### src/rtl/key_pkg.sv
// Shared types and default timing constants for the push-button debouncer.
package key_pkg;

  // Debouncer FSM states.
  typedef enum logic [2:0] {
    ST_IDLE        = 3'd0,
    ST_PRESS_CHK   = 3'd1,
    ST_HELD        = 3'd2,
    ST_REPEAT      = 3'd3,
    ST_RELEASE_CHK = 3'd4
  } key_state_t;

  // Defaults for a 50 MHz sys_clk: 20 ms debounce, 500 ms hold, 100 ms repeat.
  localparam int DEF_DB_CYCLES     = 1_000_000;
  localparam int DEF_HOLD_CYCLES   = 25_000_000;
  localparam int DEF_REPEAT_CYCLES = 5_000_000;

  // Width of the shared counter: enough to reach (largest period - 1), never zero.
  function automatic int cnt_width(input int a, input int b, input int c);
    int m;
    m = a;
    if (b > m) m = b;
    if (c > m) m = c;
    return (m > 1) ? $clog2(m) : 1;
  endfunction

endpackage

### src/rtl/sync_2ff.sv
// Two-flop synchronizer for a single asynchronous level; clears on reset.
module sync_2ff
  import key_pkg::*;
(
  input  logic sys_clk,
  input  logic reset,
  input  logic d,
  output logic q
);

  logic meta_r;
  logic sync_r;

  // Capture the raw level, then re-time it once more to settle metastability.
  always_ff @(posedge sys_clk or negedge reset) begin
    if (!reset) begin
      meta_r <= 1'b0;
      sync_r <= 1'b0;
    end else begin
      meta_r <= d;
      sync_r <= meta_r;
    end
  end

  assign q = sync_r;

endmodule

### src/rtl/key_debounce_pulse.sv
// Push-button debouncer with press/release pulses and optional auto-repeat.
// The raw key is synchronized, then a single FSM with one shared counter
// qualifies presses and releases and times the hold and repeat periods.
module key_debounce_pulse
  import key_pkg::*;
#(
  parameter int DB_CYCLES     = DEF_DB_CYCLES,
  parameter int HOLD_CYCLES   = DEF_HOLD_CYCLES,
  parameter int REPEAT_CYCLES = DEF_REPEAT_CYCLES
) (
  input  logic sys_clk,
  input  logic reset,
  input  logic key_in,
  input  logic repeat_en,
  output logic key_level,
  output logic key_pulse,
  output logic key_release
);

  localparam int CNT_W = cnt_width(DB_CYCLES, HOLD_CYCLES, REPEAT_CYCLES);

  // Terminal counts are "period - 1" because the counter starts at zero.
  localparam logic [CNT_W-1:0] CNT_ZERO  = CNT_W'(0);
  localparam logic [CNT_W-1:0] CNT_ONE   = CNT_W'(1);
  localparam logic [CNT_W-1:0] DB_LAST   = CNT_W'(DB_CYCLES - 1);
  localparam logic [CNT_W-1:0] HOLD_LAST = CNT_W'(HOLD_CYCLES - 1);
  localparam logic [CNT_W-1:0] REP_LAST  = CNT_W'(REPEAT_CYCLES - 1);

  logic             ksync_s;
  key_state_t       state_r;
  logic [CNT_W-1:0] cnt_r;
  logic             key_level_r;
  logic             key_pulse_r;
  logic             key_release_r;

  sync_2ff u_sync (
    .sys_clk (sys_clk),
    .reset   (reset),
    .d       (key_in),
    .q       (ksync_s)
  );

  // Debounce FSM: state, shared counter and all registered outputs.
  // Terminal tests use >= so the counter can never run past its limit.
  always_ff @(posedge sys_clk or negedge reset) begin
    if (!reset) begin
      state_r       <= ST_IDLE;
      cnt_r         <= CNT_ZERO;
      key_level_r   <= 1'b0;
      key_pulse_r   <= 1'b0;
      key_release_r <= 1'b0;
    end else begin
      key_pulse_r   <= 1'b0;
      key_release_r <= 1'b0;
      case (state_r)
        ST_IDLE: begin
          key_level_r <= 1'b0;
          cnt_r       <= CNT_ZERO;
          if (ksync_s) begin
            state_r <= ST_PRESS_CHK;
          end else begin
            state_r <= ST_IDLE;
          end
        end

        ST_PRESS_CHK: begin
          if (!ksync_s) begin
            // Bounce: drop back silently.
            state_r <= ST_IDLE;
            cnt_r   <= CNT_ZERO;
          end else if (cnt_r >= DB_LAST) begin
            state_r     <= ST_HELD;
            cnt_r       <= CNT_ZERO;
            key_level_r <= 1'b1;
            key_pulse_r <= 1'b1;
          end else begin
            cnt_r <= cnt_r + CNT_ONE;
          end
        end

        ST_HELD: begin
          key_level_r <= 1'b1;
          if (!ksync_s) begin
            state_r <= ST_RELEASE_CHK;
            cnt_r   <= CNT_ZERO;
          end else if (!repeat_en) begin
            // Hold timer only runs while repeat is allowed.
            cnt_r <= CNT_ZERO;
          end else if (cnt_r >= HOLD_LAST) begin
            state_r     <= ST_REPEAT;
            cnt_r       <= CNT_ZERO;
            key_pulse_r <= 1'b1;
          end else begin
            cnt_r <= cnt_r + CNT_ONE;
          end
        end

        ST_REPEAT: begin
          key_level_r <= 1'b1;
          if (!ksync_s) begin
            // Release check takes priority over a coincident repeat tick.
            state_r <= ST_RELEASE_CHK;
            cnt_r   <= CNT_ZERO;
          end else if (!repeat_en) begin
            state_r <= ST_HELD;
            cnt_r   <= CNT_ZERO;
          end else if (cnt_r >= REP_LAST) begin
            cnt_r       <= CNT_ZERO;
            key_pulse_r <= 1'b1;
          end else begin
            cnt_r <= cnt_r + CNT_ONE;
          end
        end

        ST_RELEASE_CHK: begin
          if (ksync_s) begin
            // Release glitch: key is still down, resume holding without a pulse.
            state_r     <= ST_HELD;
            cnt_r       <= CNT_ZERO;
            key_level_r <= 1'b1;
          end else if (cnt_r >= DB_LAST) begin
            state_r       <= ST_IDLE;
            cnt_r         <= CNT_ZERO;
            key_level_r   <= 1'b0;
            key_release_r <= 1'b1;
          end else begin
            cnt_r       <= cnt_r + CNT_ONE;
            key_level_r <= 1'b1;
          end
        end

        default: begin
          state_r     <= ST_IDLE;
          cnt_r       <= CNT_ZERO;
          key_level_r <= 1'b0;
        end
      endcase
    end
  end

  assign key_level   = key_level_r;
  assign key_pulse   = key_pulse_r;
  assign key_release = key_release_r;

endmodule

### config.mk
export PLATFORM = sky130hd
export DESIGN_NAME = key_debounce_pulse
export DESIGN_NICKNAME = d
export VERILOG_FILES = /design/src/rtl/key_pkg.sv /design/src/rtl/sync_2ff.sv /design/src/rtl/key_debounce_pulse.sv
export SDC_FILE = /design/constraint.sdc
export NUM_CORES = 1
export LEC_CHECK = 0
export BUFFER_PORTS_ARGS = -buffer_cell sky130_fd_sc_hd__buf_2
export CAP_MARGIN = 20
export CORE_MARGIN = 2
export CORE_UTILIZATION = 50
export CTS_CLUSTER_SIZE = 14
export DETAILED_ROUTE_END_ITERATION = 6
export PLACE_DENSITY = 0.66
export REMOVE_ABC_BUFFERS = 1
export SETUP_SLACK_MARGIN = 0.4
export SLEW_MARGIN = 5
export SYNTH_ARGS = -nofsm -noshare
export SYNTH_HDL_FRONTEND = slang
export SYNTH_SLANG_ARGS = --single-unit
export TNS_END_PERCENT = 100
### constraint.sdc
create_clock -name sys_clk -period 3.2 [get_ports sys_clk]
set_input_delay 0.16 -clock sys_clk [delete_from_list [all_inputs] [get_ports sys_clk]]
set_output_delay 0.16 -clock sys_clk [all_outputs]
set_load 0.05 [all_outputs]
# After elaboration in Yosys (flattened, before gate mapping)

Cells that the tools add are included.
W data, S select, Z words.

Word-level logic and storage cells: 63
Flip-flop bits (word level): 33
Input bits: 4
Output and inout bits: 3

Add/sub/neg operators: 1
Reduce and logical (&&, ||, !) cells: 4
$lt $le $gt $ge: 3
Muxes and demuxes: 37
Equality and inequality tests: 11

Operator list:

| cell                    | number |
|---|---|
| $mux W25                | 9 |
| $pmux W25 S4            | 1 |
| $mux W3                 | 9 |
| $add A25 B1 Y25 const B | 1 |
| $ge A25 B20 Y1 const B  | 1 |
| $ge A25 B23 Y1 const B  | 1 |
| $ge A25 B25 Y1 const B  | 1 |
| $mux W1                 | 15 |
| $pmux W3 S5             | 1 |
| $ne A3 B3 Y1 const B    | 4 |
| $eq A3 B2 Y1 const B    | 2 |
| $pmux W1 S3             | 2 |
| $reduce_and A5 Y1       | 1 |
| $eq A3 B1 Y1 const B    | 1 |
| $eq A3 B3 Y1 const B    | 1 |
| $logic_not A3 Y1        | 1 |
| $ne A3 B2 Y1 const B    | 1 |
| $ne A2 B1 Y1 const B    | 1 |
| $ne A2 B2 Y1 const B    | 1 |
| $reduce_and A2 Y1       | 1 |
| $reduce_or A2 Y1        | 1 |

# Depth between registers and ports, before layout

Gate-level depths: netlist of the first run.

Word-level depth: 5
Mapped depth: 8
Depth with buffers taken out: 6

# Cells and area by module

A second synthesis of the first run with hierarchy kept.

Cells, all modules: 218
Area total of the unflattened synthesis: 2,073.2 um^2

Modules (own cells, without submodules):

| module             | times used | seq. area each (um^2) | cells an instance | area each (um^2) |
|---|---|---|---|---|
| key_debounce_pulse | 1          | 775.7                 | 216               | 2,023.2 |
| sync_2ff           | 1          | 50.0                  | 2                 | 50.0 |

# Worst setup path after synthesis of the first run

OpenSTA, ideal clock, no wires.

Kind: register to register
Start: register cnt_r[0]
End: register cnt_r[0]
Arrival time: 2,210 ps
Path buffers: 2
Clock period less this slack: 2,291 ps
Stages on the path, launching flop included: 9
Path slack: 909 ps
Required time: 3,119 ps
Path through: dfrtp_1 -> ha_1 -> a21o_1 -> a2111oi_2 -> nor4_1 -> or4_4 -> buf_6 -> buf_12 -> a31oi_2

Word-level cells in the longest chain between the ends: 5
Elaborated cells on any way between the ends: 14
Those cells by class: add/sub: 1; order compare: 3; mux: 10

Ends and longest elaborated chain:

| item                                          | RTL line                                            | text |
|---|---|---|
| from (decl)                                   | key_debounce_pulse.sv:31                            | `logic [CNT_W-1:0] cnt_r;` |
| from (signal assigned)                        | key_debounce_pulse.sv:77                            | `cnt_r <= cnt_r + CNT_ONE;` |
| from (signal assigned)                        | key_debounce_pulse.sv:94                            | `cnt_r <= cnt_r + CNT_ONE;` |
| from (signal assigned)                        | key_debounce_pulse.sv:111                           | `cnt_r <= cnt_r + CNT_ONE;` |
| $add A25 B1 Y25, or another cell as far along | n/a                                                 |  |
| $mux W25 (on tied branches)                   | key_debounce_pulse.sv:107, key_debounce_pulse.sv:89 |  |
| $mux W25 (on tied branches)                   | key_debounce_pulse.sv:104, key_debounce_pulse.sv:86 |  |
| $mux W25 (on tied branches)                   | key_debounce_pulse.sv:100, key_debounce_pulse.sv:83 |  |
| $pmux W25 S4 (*)                              | key_debounce_pulse.sv:55                            | `case (state_r)` |

Mark *: on every way between the ends. The rest lies on a longest branch, timed or not.
A chain may end at the register's enable or synchronous reset.

# Worst setup path in the final report of the first run

Start: register cnt_r[0]
End: register cnt_r[24]

Same word-level chain as after synthesis.

==> metrics.txt, run 1 <==
register clock-pin slew on the reported worst setup and hold paths 0.06 ns; Syn. warnings 0; crit start category flop; Rel. slew slack roughly half; final hold viol count 0; HP Class in2reg; area grow syn2layout 5.01%; first-pass GRT wire length 7060 um; Final Cell Area ~2200 um^2; CORE AREA 4000 um^2; placed cell area 2070 um^2; maximum fanout along the worst path 26; Arrival @ worst endpoint 2.79 ns; async set or reset register ratio after synthesis 100%; peak supply drop 0.000227 V; slowest CP cell or4_4; pwr dens 353 nW/um^2; CP Cell Sequence ha_1 > a21o_1 > a2111oi_2 > nor4_1 > or4_4 > a31oi_2; period utilization between 80% and 90%; required time of the critical path 3.40 ns; vias in the first global route 1519; die area 4680 um^2; Tmin final 2.58 ns; count leader, synth dfrtp_1; Avg Cell Area, Syn 10.0 um^2; Final Power roughly 0.77 mW; worst setup margin 0.616 ns; ys flop type dfrtp_1; initial antenna violation count 0; Slew @ Worst Pin 0.735 ns; Die Ht 68.4 um; vias per inst 6.22; hold buffers post-CTS 2; ANT cells 0; # IOs 7; Num CTS Buffers 5; Final Wtd Congestion 0.835; CTS tree built; dpl hpwl 2850 um; first-pass detailed-route iteration total 4; nets roughly 210; Sink Count 33; FP Rows 23; GR Overflow Total 0; area of the multi-input gates between 1000 and 1500 um^2; RSZ-0062 raised after global routing false; final WL 4290 um; worst clock skew around 0.0029 ns; Post-CTS Setup Bufs 0; number of fill cells approximately 350; CTS H-Tree Depth 2; Post-synth top cells 33 x dfrtp_1, 20 x a31oi_2, 18 x xnor2_1; final non-filler cell total 258; crit path kind reg2reg; Final ANT Viol Nets 0; vias 1606; setup_tns 0 ns; GRT Total Usage 21.0%; Mapped Area 2070 um^2; dpl ws between 0.6 and 0.7 ns; top cell type by total area after synthesis dfrtp_1; sequential share of the synthesized area 39.8%; Placed Cells 249; Die X 68.4 um; post_cts resized 0; pin count of the biggest net entering global routing 34; Max-cap violations 0; register area 826 um^2; share of cells above drive strength 1 19.7%; status finished clean; Routed WL per cell 16.6 um; synthesized flop and latch total 33; max incr delay on CP ~0.72 ns; Clk Latency, worst-skew pair slightly below 0.3 ns; Synth Instances 207; starting density of the core 51.9%; post-synth cell types 47; Slew Viols, Final 0; # DRC 0; final setup vio count 0; CTS Buffer Depth 2; DR iter-0 viols 94; root buf cell clkbuf_8; top cells by area, synth dfrtp_1 40%, a31oi_2 12%, xnor2_1 7.6%; leak pwr about 0.77 nW; IO Port Bufs 6; Post-synth EDFFs 0; area share of the largest cell type after synthesis about 40%; crit path capture type flop; fmax 387 MHz
## sequential cells by signal, summed over array words and instances (netlist names)
signal         flops
key_release        1
cnt_r             25
key_level          1
key_pulse          1
u_sync.q           1
state_r            3
u_sync.meta_r      1
## metrics by stage
| step | hold WS, ns | util, % |
|---|---|---|
| after floorplan | -0.136 | - |
| after global placement | 0.250 | 51.8 |
| final | 0.336 | 54.5 |
| after global routing | 0.347 | 54.5 |
| after CTS | 0.333 | 54.5 |
| after detailed placement | 0.273 | 51.8 |
## cell type report
type / instances / share of cell area (%)
multi-input combinational: 150 / 50.9
sequential: 33 / 37.9
clock buffer: 7 / 3.96
timing repair buffer: 10 / 2.99
tap: 50 / 2.87
inverter: 8 / 1.38
## report_power, final
group          internal [mW]  leakage [nW]  switching [mW]
Clock                  0.170        0.0443           0.146
Sequential             0.420         0.453         0.00445
Combinational        0.00876         0.272          0.0197
## cells by family after synthesis
group | count (synthesis) | share of synthesized area, %
fa+ha+maj | 1 | 0.603
xor+xnor | 23 | 9.71
compound gates | 50 | 22.6
flops | 33 | 39.8
buf+inv | 24 | 6.94
simple gates | 76 | 20.3
## worst max-delay path: cells and delay by family (launching register included)
kind	cells	cell delay [ns]
simple gates	2	0.91
fa+ha+maj	1	0.28
flops	1	0.42
compound gates	3	0.87
## cell usage in the layout (no fill, tap or decap), drive strengths merged, types with 2 or more instances in the layout
cell type    count
buf              8
o21ai            7
inv              8
or4              3
clkbuf           7
nor3             6
and4             3
and3             2
xor2             5
dfrtp           33
xnor2           18
nor2            10
nor4            12
a211oi           2
nand4            8
a21oi            2
a31oi           26
nand4b           2
dlygate4sd3      2
nand2           16
nand3b           2
a21o             2
nand3            8
## per-layer routing
| layer | vias up | wire length (um) | track usage [%] |
|---|---|---|---|
| met1 | 790 | 1950 | 24.6 |
| met3 | 8 | 164 | 5.43 |
| met2 | 30 | 2100 | 35.6 |
| li1 | 778 | - | - |
| met4 | 0 | 74 | 9.75 |
| met5 | - | 0 | 0 |
## final timing paths
check                      cells past startpoint  slack [ns]         to           from
max reg2reg                                    6        0.62  cnt_r[24]       cnt_r[0]
min reg2reg                                    0        0.35   u_sync.q  u_sync.meta_r
min in group asynchronous                      2        0.47   u_sync.q          reset
min                                            4        0.34  key_pulse      repeat_en
max in group asynchronous                      2        2.26  cnt_r[17]          reset
max                                            6        0.62  cnt_r[24]       cnt_r[0]
Note: power is estimated with default switching activity, not from simulation.
==> run 2, diff against run 1 <==
--- a/config.mk
+++ b/config.mk
@@ -5,13 +5,14 @@
 export SDC_FILE = /design/constraint.sdc
 export NUM_CORES = 1
 export LEC_CHECK = 0
+export ABC_AREA = 1
 export BUFFER_PORTS_ARGS = -buffer_cell sky130_fd_sc_hd__buf_2
 export CAP_MARGIN = 20
 export CORE_MARGIN = 2
 export CORE_UTILIZATION = 50
 export CTS_CLUSTER_SIZE = 14
 export DETAILED_ROUTE_END_ITERATION = 6
-export PLACE_DENSITY = 0.66
+export PLACE_DENSITY = 0.69
 export REMOVE_ABC_BUFFERS = 1
 export SETUP_SLACK_MARGIN = 0.4
 export SLEW_MARGIN = 5
==> constraint.sdc (replaced) <==
create_clock -name sys_clk -period 2.35 [get_ports sys_clk]
set_input_delay 0.1175 -clock sys_clk [delete_from_list [all_inputs] [get_ports sys_clk]]
set_output_delay 0.1175 -clock sys_clk [all_outputs]
set_load 0.05 [all_outputs]
==> run 2 against run 1 <==
Compared with the run above: synthesized cell count rose by 86%; first-iteration DRC count is 100% higher; non-clock buffer count up 8; routed wire length increased by 41%; critical endpoint is now cnt_r[10]; die area up 19%.
==> metrics.txt, run 2 <==
Num CTS Buffers 5; GRT met1 Usage 31.9%; # DRC 0; FP Rows 25; Clk Latency, worst-skew pair 0.29 ns; Sink Count 33; final setup vio count 0; Syn. warnings 0; dpl hpwl 4380 um; HP Class in2reg; status finished clean; GRT Total Usage 23.3%; CORE AREA 4790 um^2; Arrival @ worst endpoint 2.03 ns; Slew @ Worst Pin 0.730 ns; crit path kind reg2reg; area share of the largest cell type after synthesis 33.0%; pin count of the biggest net entering global routing 34; peak supply drop ~0.00035 V; Rel. slew slack 51.3%; register clock-pin slew on the reported worst setup and hold paths 0.07 ns; met3 Use GR 5.76%; vias in the first global route 2121; commonest non-fill, non-tap cell in the layout nand2_1; most frequent cells in the layout 105 x nand2_1, 69 x inv_1, 48 x nor2_1; CTS tree built; Max-cap violations 0; ys flop type dfrtp_1; nets just over 400; Final Cell Area between 2000 and 3000 um^2; Die X 74.8 um; GRT busiest layer met2; initial antenna violation count 0; Synth Instances 384; CTS H-Tree Depth 2; period utilization 78.3%; crit path capture type flop; Mapped Area 2500 um^2; first-pass detailed-route iteration total 5; required time of the critical path 2.54 ns; number of fill cells 459; maximum fanout along the worst path 23; ANT cells 0; Largest Register cnt_r; vias per inst 5.06; Tmin final 1.84 ns; IO Port Bufs 6; placed cell area 2560 um^2; top cells by area, synth dfrtp_1 33%, nand2_1 16%, inv_1 10%; sequential share of the synthesized area 33.0%; final hold viol count 0; # IOs 7; setup_tns 0 ns; fmax 544 MHz; GR Overflow Total 0; leak pwr around 1.6 nW; Avg Cell Area, Syn 6.52 um^2; count leader, synth nand2_1; top cell type by total area after synthesis dfrtp_1; Largest regs cnt_r (25), state_r (3); starting density of the core 52.3%; root buf cell clkbuf_8; die area 5590 um^2; CTS Buffer Depth 2; final core occ about 60%; Post-synth EDFFs 0; Final Power 1.74 mW; Final Wtd Congestion 1.01; final WL about 6000 um; GR Util met2 35.4%; async set or reset register ratio after synthesis 100%; synthesized flop and latch total 33; Post-synth top cells 108 x nand2_1, 69 x inv_1, 51 x nor2_1; Routed WL per cell 12.9 um; Final ANT Viol Nets 0; vias 2367; first-pass GRT wire length 9840 um; crit start category flop; pwr dens 605 nW/um^2; RSZ-0062 raised after global routing false; Die Ht 74.8 um; Slew Viols, Final 0; number of flip-flops in the largest register 25; share of cells above drive strength 1 17.5%; area grow syn2layout 14.5%; post-synth cell types 32; worst clock skew roughly 0.0035 ns; DR iter-0 viols 188
## run 2: changes by cell type after synthesis, sizes merged, moves of 5 or more
cell | previous run | this run
nor2 | 10 | 58
nor3 | 6 | 13
nand2 | 16 | 118
xor2 | 5 | 16
xnor2 | 18 | 1
a21oi | 2 | 7
a31oi | 26 | 1
inv | 8 | 75
nand3 | 8 | 25
nor4 | 12 | 3
## run 2: per-stage QoR
stage	worst slack (ns)	hold slack [ns]	instances
after floorplan	0.577	-0.178	375
after global placement	0.448	0.221	449
after detailed placement	0.373	0.227	449
after CTS	0.440	0.104	460
after global routing	0.372	0.103	468
final	0.511	0.110	468
## run 2: cells by family (layout without fill, tap and decap cells)
| group | after synthesis | count (layout) | share of synthesized area [%] |
|---|---|---|---|
| adders and majority gates | 1 | 1 | 0.500 |
| AOI/OAI and AO/OA | 18 | 18 | 4.90 |
| DFF | 33 | 33 | 33.0 |
| buffers and inverters | 85 | 102 | 13.9 |
| and+or+nand+nor | 230 | 230 | 41.7 |
| xor gates and xnor gates | 17 | 17 | 5.95 |
## run 2: timing repair
item / 4_1_cts / 5_1_grt
gates resized for setup: 1 / 22
pin swaps: 0 / 7
hold endpoints to repair: 34 / 0
endpoints found under the setup margin: 23 / 26
setup buffers: 1 / 8
hold buffers: 2 / 0
## run 2: metal layers
metal  vias to the layer above  part of all wire, %  wire length [um]
li1                       1196                    -                 -
met1                      1069                   44              2670
met2                        86                   46              2760
met3                        16                  6.9               418
met4                         0                  3.2               191
met5                         -                    0                 0
## run 2: critical path: stages (launching register included)
cell and delay (ns):
dfrtp_1 0.43, ha_4 0.18, nand2_4 0.07, nor2_4 0.16
nand3_2 0.12, nor2_4 0.15, nand2_1 0.10, nand4_1 0.14
o211ai_4 0.09, buf_8 0.18, nand2_1 0.07, inv_1 0.04
## run 2: cell type report
class	instances	area (um^2)	area share [%]
tap	67	83.8	2.92
multi-input combinational	266	1400	48.8
inverter	76	285	9.95
clock buffer	5	68.8	2.40
timing repair buffer	18	133	4.62
sequential	33	832	29.0
clock inverter	3	65.1	2.27
## run 2: final timing paths
| check | start | endpoint | slack (ns) | cells past startpoint |
|---|---|---|---|---|
| max | cnt_r[1] | cnt_r[10] | 0.51 | 11 |
| min | repeat_en | cnt_r[24] | 0.11 | 3 |
| max reg2reg | cnt_r[1] | cnt_r[10] | 0.51 | 11 |
| min reg2reg | u_sync.meta_r | u_sync.q | 0.35 | 0 |
| max in group asynchronous | reset | cnt_r[21] | 1.41 | 2 |
| min in group asynchronous | reset | key_pulse | 0.42 | 2 |
## run 2: power breakdown
part	internal (mW)	total, mW	switching, mW
clock	0.421	0.644	0.222
combinational	0.152	0.417	0.265
sequential	0.617	0.675	0.0579
